[config.mk]
export PLATFORM = sky130hd
export DESIGN_NAME = sram_access_arbiter
export DESIGN_NICKNAME = d
export VERILOG_FILES = /design/src/rtl/sram_arb_pkg.sv /design/src/rtl/sram_access_arbiter.sv
export SDC_FILE = /design/constraint.sdc
export NUM_CORES = 1
export LEC_CHECK = 0
export BUFFER_PORTS_ARGS = -buffer_cell sky130_fd_sc_hd__buf_2
export CAP_MARGIN = 5
export CORE_MARGIN = 2
export CORE_UTILIZATION = 40
export CTS_BUF_LIST = sky130_fd_sc_hd__clkbuf_16
export CTS_CLUSTER_SIZE = 16
export DETAILED_ROUTE_END_ITERATION = 7
export MAX_ROUTING_LAYER = met4
export PLACE_DENSITY = 0.74
export SYNTH_ARGS = -nofsm -noshare
export SYNTH_HDL_FRONTEND = slang
export SYNTH_SLANG_ARGS = --single-unit
[constraint.sdc]
create_clock -name clk -period 2.2 [get_ports clk]
set_input_delay 0.22 -clock clk [delete_from_list [all_inputs] [get_ports clk]]
set_output_delay 0.22 -clock clk [all_outputs]
set_load 0.005 [all_outputs]
[src/rtl/sram_arb_pkg.sv]
// Shared types and defaults for the SRAM access arbiter: FSM states, owner
// encoding and the default SRAM geometry.
package sram_arb_pkg;

  localparam int unsigned DefAw = 19;
  localparam int unsigned DefDw = 16;

  typedef enum logic [2:0] {
    StIdle,
    StRd,
    StWrSetup,
    StWrPulse,
    StWrHold,
    StTurn
  } arb_state_e;

  typedef enum logic {
    OWN_VID = 1'b0,
    OWN_DEC = 1'b1
  } owner_e;

endpackage

[src/rtl/sram_access_arbiter.sv]
// Shares one async SRAM between the video prefetch (read-only, high priority)
// and the decoder (read/write), sequencing strobes with programmable wait states.
module sram_access_arbiter
  import sram_arb_pkg::*;
#(
  parameter int unsigned AW           = DefAw,
  parameter int unsigned DW           = DefDw,
  parameter int unsigned RD_CYCLES    = 2,
  parameter int unsigned WR_CYCLES    = 2,
  parameter int unsigned STARVE_LIMIT = 8
) (
  input  logic          clk,
  input  logic          reset,
  input  logic          vid_req,
  input  logic [AW-1:0] vid_addr,
  output logic          vid_gnt,
  output logic          vid_rvalid,
  output logic [DW-1:0] vid_rdata,
  input  logic          dec_req,
  input  logic          dec_wr,
  input  logic [AW-1:0] dec_addr,
  input  logic [DW-1:0] dec_wdata,
  input  logic [1:0]    dec_be,
  output logic          dec_gnt,
  output logic          dec_rvalid,
  output logic [DW-1:0] dec_rdata,
  output logic [AW-1:0] sram_addr,
  output logic [DW-1:0] sram_dq_out,
  output logic          sram_dq_oe,
  input  logic [DW-1:0] sram_dq_in,
  output logic          sram_ce_n,
  output logic          sram_oe_n,
  output logic          sram_we_n,
  output logic [1:0]    sram_be_n
);

  localparam int unsigned MaxCycles = (RD_CYCLES > WR_CYCLES) ? RD_CYCLES : WR_CYCLES;
  localparam int unsigned CntW      = $clog2(MaxCycles + 1);
  localparam int unsigned StarveW   = $clog2(STARVE_LIMIT + 1);

  arb_state_e          state_q, state_d;
  logic [CntW-1:0]     cnt_q, cnt_d;
  logic [StarveW-1:0]  starve_q, starve_d;
  logic                after_hold_q;
  owner_e              owner_q;
  logic [1:0]          be_q;
  logic [AW-1:0]       addr_q;
  logic [DW-1:0]       wdata_q;
  logic                vid_rvalid_q, dec_rvalid_q;
  logic [DW-1:0]       vid_rdata_q, dec_rdata_q;

  logic idle, dec_starved, vid_win, dec_win, wr_win, rd_last, pulse_last;

  // One arbitration decision per IDLE cycle; grants are masked while in reset.
  always_comb begin
    idle        = (state_q == StIdle) && !reset;
    dec_starved = dec_req && (starve_q == StarveW'(STARVE_LIMIT));
    vid_win     = idle && vid_req && !dec_starved;
    dec_win     = idle && dec_req && !vid_win;
    wr_win      = dec_win && dec_wr;
    rd_last     = (state_q == StRd) && (cnt_q == CntW'(RD_CYCLES - 1));
    pulse_last  = (state_q == StWrPulse) && (cnt_q == CntW'(WR_CYCLES - 1));
  end

  always_ff @(posedge clk or posedge reset) begin
    if (reset) begin
      state_q      <= StIdle;
      cnt_q        <= '0;
      starve_q     <= '0;
      after_hold_q <= 1'b0;
    end else begin
      state_q      <= state_d;
      cnt_q        <= cnt_d;
      starve_q     <= starve_d;
      after_hold_q <= (state_q == StWrHold);
    end
  end

  always_comb begin
    state_d = state_q;
    unique case (state_q)
      StIdle: begin
        if (wr_win) begin
          state_d = StWrSetup;
        end else if (vid_win || dec_win) begin
          // A read right after a write gets a dead cycle so the pads turn around.
          state_d = after_hold_q ? StTurn : StRd;
        end
      end
      StRd:      if (rd_last) state_d = StIdle;
      StWrSetup: state_d = StWrPulse;
      StWrPulse: if (pulse_last) state_d = StWrHold;
      StWrHold:  state_d = StIdle;
      StTurn:    state_d = StRd;
      default:   state_d = StIdle;
    endcase
  end

  always_comb begin
    cnt_d = '0;
    if ((state_q == StRd && !rd_last) || (state_q == StWrPulse && !pulse_last)) begin
      cnt_d = cnt_q + CntW'(1);
    end
  end

  always_comb begin
    starve_d = starve_q;
    if (!dec_req || dec_win) begin
      starve_d = '0;
    end else if (vid_win && !dec_starved) begin
      starve_d = starve_q + StarveW'(1);
    end
  end

  always_ff @(posedge clk or posedge reset) begin
    if (reset) begin
      owner_q      <= OWN_VID;
      be_q         <= 2'b00;
      addr_q       <= '0;
      wdata_q      <= '0;
      vid_rvalid_q <= 1'b0;
      dec_rvalid_q <= 1'b0;
      vid_rdata_q  <= '0;
      dec_rdata_q  <= '0;
    end else begin
      if (vid_win || dec_win) begin
        owner_q <= vid_win ? OWN_VID : OWN_DEC;
        addr_q  <= vid_win ? vid_addr : dec_addr;
      end
      if (wr_win) begin
        wdata_q <= dec_wdata;
        be_q    <= dec_be;
      end
      vid_rvalid_q <= rd_last && (owner_q == OWN_VID);
      dec_rvalid_q <= rd_last && (owner_q == OWN_DEC);
      if (rd_last && owner_q == OWN_VID) vid_rdata_q <= sram_dq_in;
      if (rd_last && owner_q == OWN_DEC) dec_rdata_q <= sram_dq_in;
    end
  end

  always_comb begin
    sram_ce_n  = 1'b1;
    sram_oe_n  = 1'b1;
    sram_we_n  = 1'b1;
    sram_be_n  = 2'b11;
    sram_dq_oe = 1'b0;
    unique case (state_q)
      StRd: begin
        sram_ce_n = 1'b0;
        sram_oe_n = 1'b0;
        sram_be_n = 2'b00;
      end
      StWrSetup, StWrHold: begin
        sram_ce_n  = 1'b0;
        sram_be_n  = ~be_q;
        sram_dq_oe = 1'b1;
      end
      StWrPulse: begin
        sram_ce_n  = 1'b0;
        sram_we_n  = 1'b0;
        sram_be_n  = ~be_q;
        sram_dq_oe = 1'b1;
      end
      default: ;
    endcase
  end

  assign vid_gnt     = vid_win;
  assign dec_gnt     = dec_win;
  assign vid_rvalid  = vid_rvalid_q;
  assign dec_rvalid  = dec_rvalid_q;
  assign vid_rdata   = vid_rdata_q;
  assign dec_rdata   = dec_rdata_q;
  assign sram_addr   = addr_q;
  assign sram_dq_out = wdata_q;

endmodule

==> impl_metrics.csv <==
group,metric,value,unit
outcome,run_status,"finished, final reports clean",
flow_run,max-cap-violations,0,
clock_network,cts_root_buf,"sky130_fd_sc_hd__clkbuf_16",
setup_path,worstSetupStartpointType,"flip-flop",
floorplanning,die_y,97.9,um
global_route,grt_start_max_net_pins,35,
pwr,max-vdd-ir-drop,0.616,mV
placement,place_congestion,0.823,
routing,wire_per_inst,15.0,um
setup_path,critical_path.max_fanout,20,
setup_path,element_type_at_the_critical_path_end,"output port",
synthesis,syn_area_per_cell,14.0,um2
setup_path,source_of_the_worst_register_to_register_timing_path,"starve_q[0]",
setup_path,critPathArrivalTime,1.91,ns
floorplanning,die_outline_area,9590,um2
timing,finalCritPeriodShare,0.970,
finish,num_antenna_cells,0,
floorplanning,placementRows,34,
floorplanning,ioPinCount,154,
floorplanning,initial_core_util,0.409,
synthesis,synth.net_count,332,
synthesis,synth_xor_area_frac,0.00248,
timing,worstMarginPinSlew,0.697,ns
finish,utilization_after_layout,0.551,
timing,hold_viol,0,
global_route,wire_length_of_the_first_global_routing_pass,13.1,mm
clock_network,cts_inserted_buffers,9,
synthesis,yosys.area.top_type_share,0.581,
global_route,grt_antenna_before_repair,0,
pwr,fin_total_pwr,6.43,mW
clock_network,cts_hold_buf,0,
pwr,power_per_cell_area,1350,nW/um2
synthesis,main_combinational_cell_family_by_area_after_synthesis,"multiplexers",
synthesis,post-synth-top-area-cell,"sky130_fd_sc_hd__dfrtp_1",
timing,drv_slew,0,
finish,drive_above_1_share,0.573,
clock_network,clock_sink_count,82,
synthesis,post_synth_mux_area_share,0.173,
synthesis,ys_async_sr_fraction,1.00,
synthesis,synth-seq-area-share,0.581,
clock_network,tritoncts,"yes",
setup_path,r2r_cells,7,
synthesis,synthesis.instances,252,
timing,setup_viol_count_final,0,
synthesis,register_bit_total_from_synthesis,82,
setup_path,r2r_setup_slack,0.10,ns
routing,drt_iter0_drc,60,
timing,final_period_minus_worst_setup_slack,2.13,ns
clock_network,ctsLongestPathBuffers,2,
setup_path,timing.setup.critical_path_class,"flip-flop to output port",
routing,routed_wirelength,7.86,mm
routing,dr_total_vias,2656,
synthesis,synth_area,3530,um2
clock_network,clk_pin_slew_worst_paths,0.06,ns
synthesis,synth-compound-area-share,0.136,
clock_network,htree_num_levels,3,
placement,port-buffer-count,153,
setup_path,critPathRequiredTime,1.98,ns
routing,average_via_count_per_standard_cell,5.06,
global_route,global_route.usage.total,0.171,
synthesis,post_synth_and_or_nand_nor_area_fraction,0.0503,
timing,hold-worst-slack,0.0321,ns
finish,post_layout_instance_area,4760,um2
timing,finClkSkew,0.00779,ns
placement,dpl_cell_area,4430,um2
synthesis,ys_top_cells_by_area,"sky130_fd_sc_hd__dfrtp_1 (58%), sky130_fd_sc_hd__mux2_2 (13%), sky130_fd_sc_hd__o221a_1 (6.1%)",
pwr,total_leakage_power,2.31,nW
synthesis,synth_flop_cell,"sky130_fd_sc_hd__dfrtp_1",
timing,slew-limit-headroom,0.534,
routing,detail_route.drc_violations,0,
synthesis,synth.lib_cells_used.distinct,39,
routing,drt.antenna.violating_nets,0,
global_route,grt-ovfl-total,0,
routing,detailedRoute.firstPassIterationCount,4,
hold_path,worst_hold_path_type,"input pin to async pin",
timing,fmaxAchievable,0.468,GHz
global_route,first_global_vias,2700,
setup_path,setup.worst_path.start,"starve_q[0]",
floorplanning,core_region_area,8640,um2
placement,place.detailed.hpwl,5.64,mm
finish,area.growth.synth_to_final,34.9,%
synthesis,share_of_synthesized_cell_area_in_full_adder_half_adder_and_majority_cells,0.0106,
floorplanning,die_width,97.9,um
synthesis,synth_warnings,0,
finish,final_stage_net_count,492,
synthesis,synth_edf_count,0,
clock_network,clk-insertion-delay-late,0.33,ns
[path summary, 6_finish.rpt]
kind                                         to
worst max register to register  sram_dq_out[12]
worst min register to register         cnt_q[0]
worst max-delay path                    dec_gnt
max in group asynchronous          sram_addr[5]
min in group clk                        be_q[0]
worst min-delay path               after_hold_q
[cells by family after synthesis]
| logic type | Yosys count |
|---|---|
| multiplexers | 51 |
| AO/OA/AOI/OAI | 54 |
| adder cells (fa/ha/maj) | 3 |
| AND/OR/NAND/NOR | 32 |
| XOR/XNOR | 1 |
| buffers and inverters | 29 |
| flip-flops | 82 |
[cells in the final DEF, fill, tap and decap left out, types with 3 or more instances in the layout]
cell,instances
sky130_fd_sc_hd__dfrtp_1,82
sky130_fd_sc_hd__o221a_1,19
sky130_fd_sc_hd__a21oi_1,4
sky130_fd_sc_hd__nand2_1,7
sky130_fd_sc_hd__o21bai_1,19
sky130_fd_sc_hd__ha_1,3
sky130_fd_sc_hd__mux2_4,10
sky130_fd_sc_hd__inv_1,10
sky130_fd_sc_hd__buf_2,153
sky130_fd_sc_hd__clkinv_4,3
sky130_fd_sc_hd__nand3_1,5
sky130_fd_sc_hd__nor2_1,4
sky130_fd_sc_hd__mux2_2,40
sky130_fd_sc_hd__clkbuf_16,9
sky130_fd_sc_hd__buf_4,14
[worst max-delay path, cell delays in order, from the launching register on]
cell,delay [ns]
sky130_fd_sc_hd__dfrtp_1,0.43
sky130_fd_sc_hd__inv_1,0.08
sky130_fd_sc_hd__ha_1,0.14
sky130_fd_sc_hd__nand4b_1,0.25
sky130_fd_sc_hd__a211o_4,0.52
sky130_fd_sc_hd__inv_1,0.07
sky130_fd_sc_hd__buf_2,0.10
[state kept, by name, indices dropped and copies added (netlist names)]
register / count
starve_q: 4
vid_rdata: 16
owner_q: 1
state_q: 3
after_hold_q: 1
be_q: 2
cnt_q: 2
sram_addr: 19
dec_rvalid: 1
dec_rdata: 16
vid_rvalid: 1
sram_dq_out: 16
[where the power goes]
| part | total [mW] | internal, mW | switching (mW) | leakage, nW |
|---|---|---|---|---|
| Combinational | 2.41 | 1.42 | 0.986 | 1.19 |
| Sequential | 2.55 | 2.20 | 0.350 | 0.982 |
| Clock | 1.47 | 0.877 | 0.595 | 0.144 |
| Total | 6.43 | 4.50 | 1.93 | 2.31 |
[layout make-up]
| cell class | instances | area [um2] |
|---|---|---|
| fillers | 756 | 3870 |
| flip-flops and latches | 82 | 2050 |
| multi-input cells | 141 | 1350 |
| repair buffers | 168 | 891 |
| clock buffers | 9 | 225 |
| well taps | 108 | 135 |
| clock inverters | 7 | 71.3 |
| inverters | 10 | 41.3 |
[cell usage after synthesis (2+ instances only)]
master and number:
sky130_fd_sc_hd__inv_1 10, sky130_fd_sc_hd__buf_2 3, sky130_fd_sc_hd__buf_6 6, sky130_fd_sc_hd__mux2_4 10, sky130_fd_sc_hd__o21a_1 2, sky130_fd_sc_hd__a21o_1 2, sky130_fd_sc_hd__ha_1 3, sky130_fd_sc_hd__o21bai_1 19
sky130_fd_sc_hd__dfrtp_1 82, sky130_fd_sc_hd__nor2_1 4, sky130_fd_sc_hd__nand3b_1 2, sky130_fd_sc_hd__nand4_1 2, sky130_fd_sc_hd__nor3_1 2, sky130_fd_sc_hd__o221a_1 19, sky130_fd_sc_hd__mux2_2 40, sky130_fd_sc_hd__a21oi_1 4
sky130_fd_sc_hd__nand2_1 7, sky130_fd_sc_hd__clkbuf_1 9, sky130_fd_sc_hd__nand3_1 6
[per-layer routing]
layer	routed length [um]	GRT usage
met5	0	-
met4	106	0.0588
met3	513	0.0401
met2	3770	0.261
met1	3460	0.226
[per-stage QoR]
step                      setup TNS (ns)  instances  setup WS (ns)
after floorplan                        0        252          0.192
after global placement                 0        508          0.255
after detailed placement               0        508          0.186
after CTS                        -0.0135        524        -0.0135
after global routing             -0.0504        525        -0.0263
final                                  0        525         0.0655
[repair_timing]
item,in CTS,in global routing
endpoints found under the setup margin,2,2
buffers inserted,0,1
gates resized for setup,3,2
Note: power is estimated with default switching activity, not from simulation.
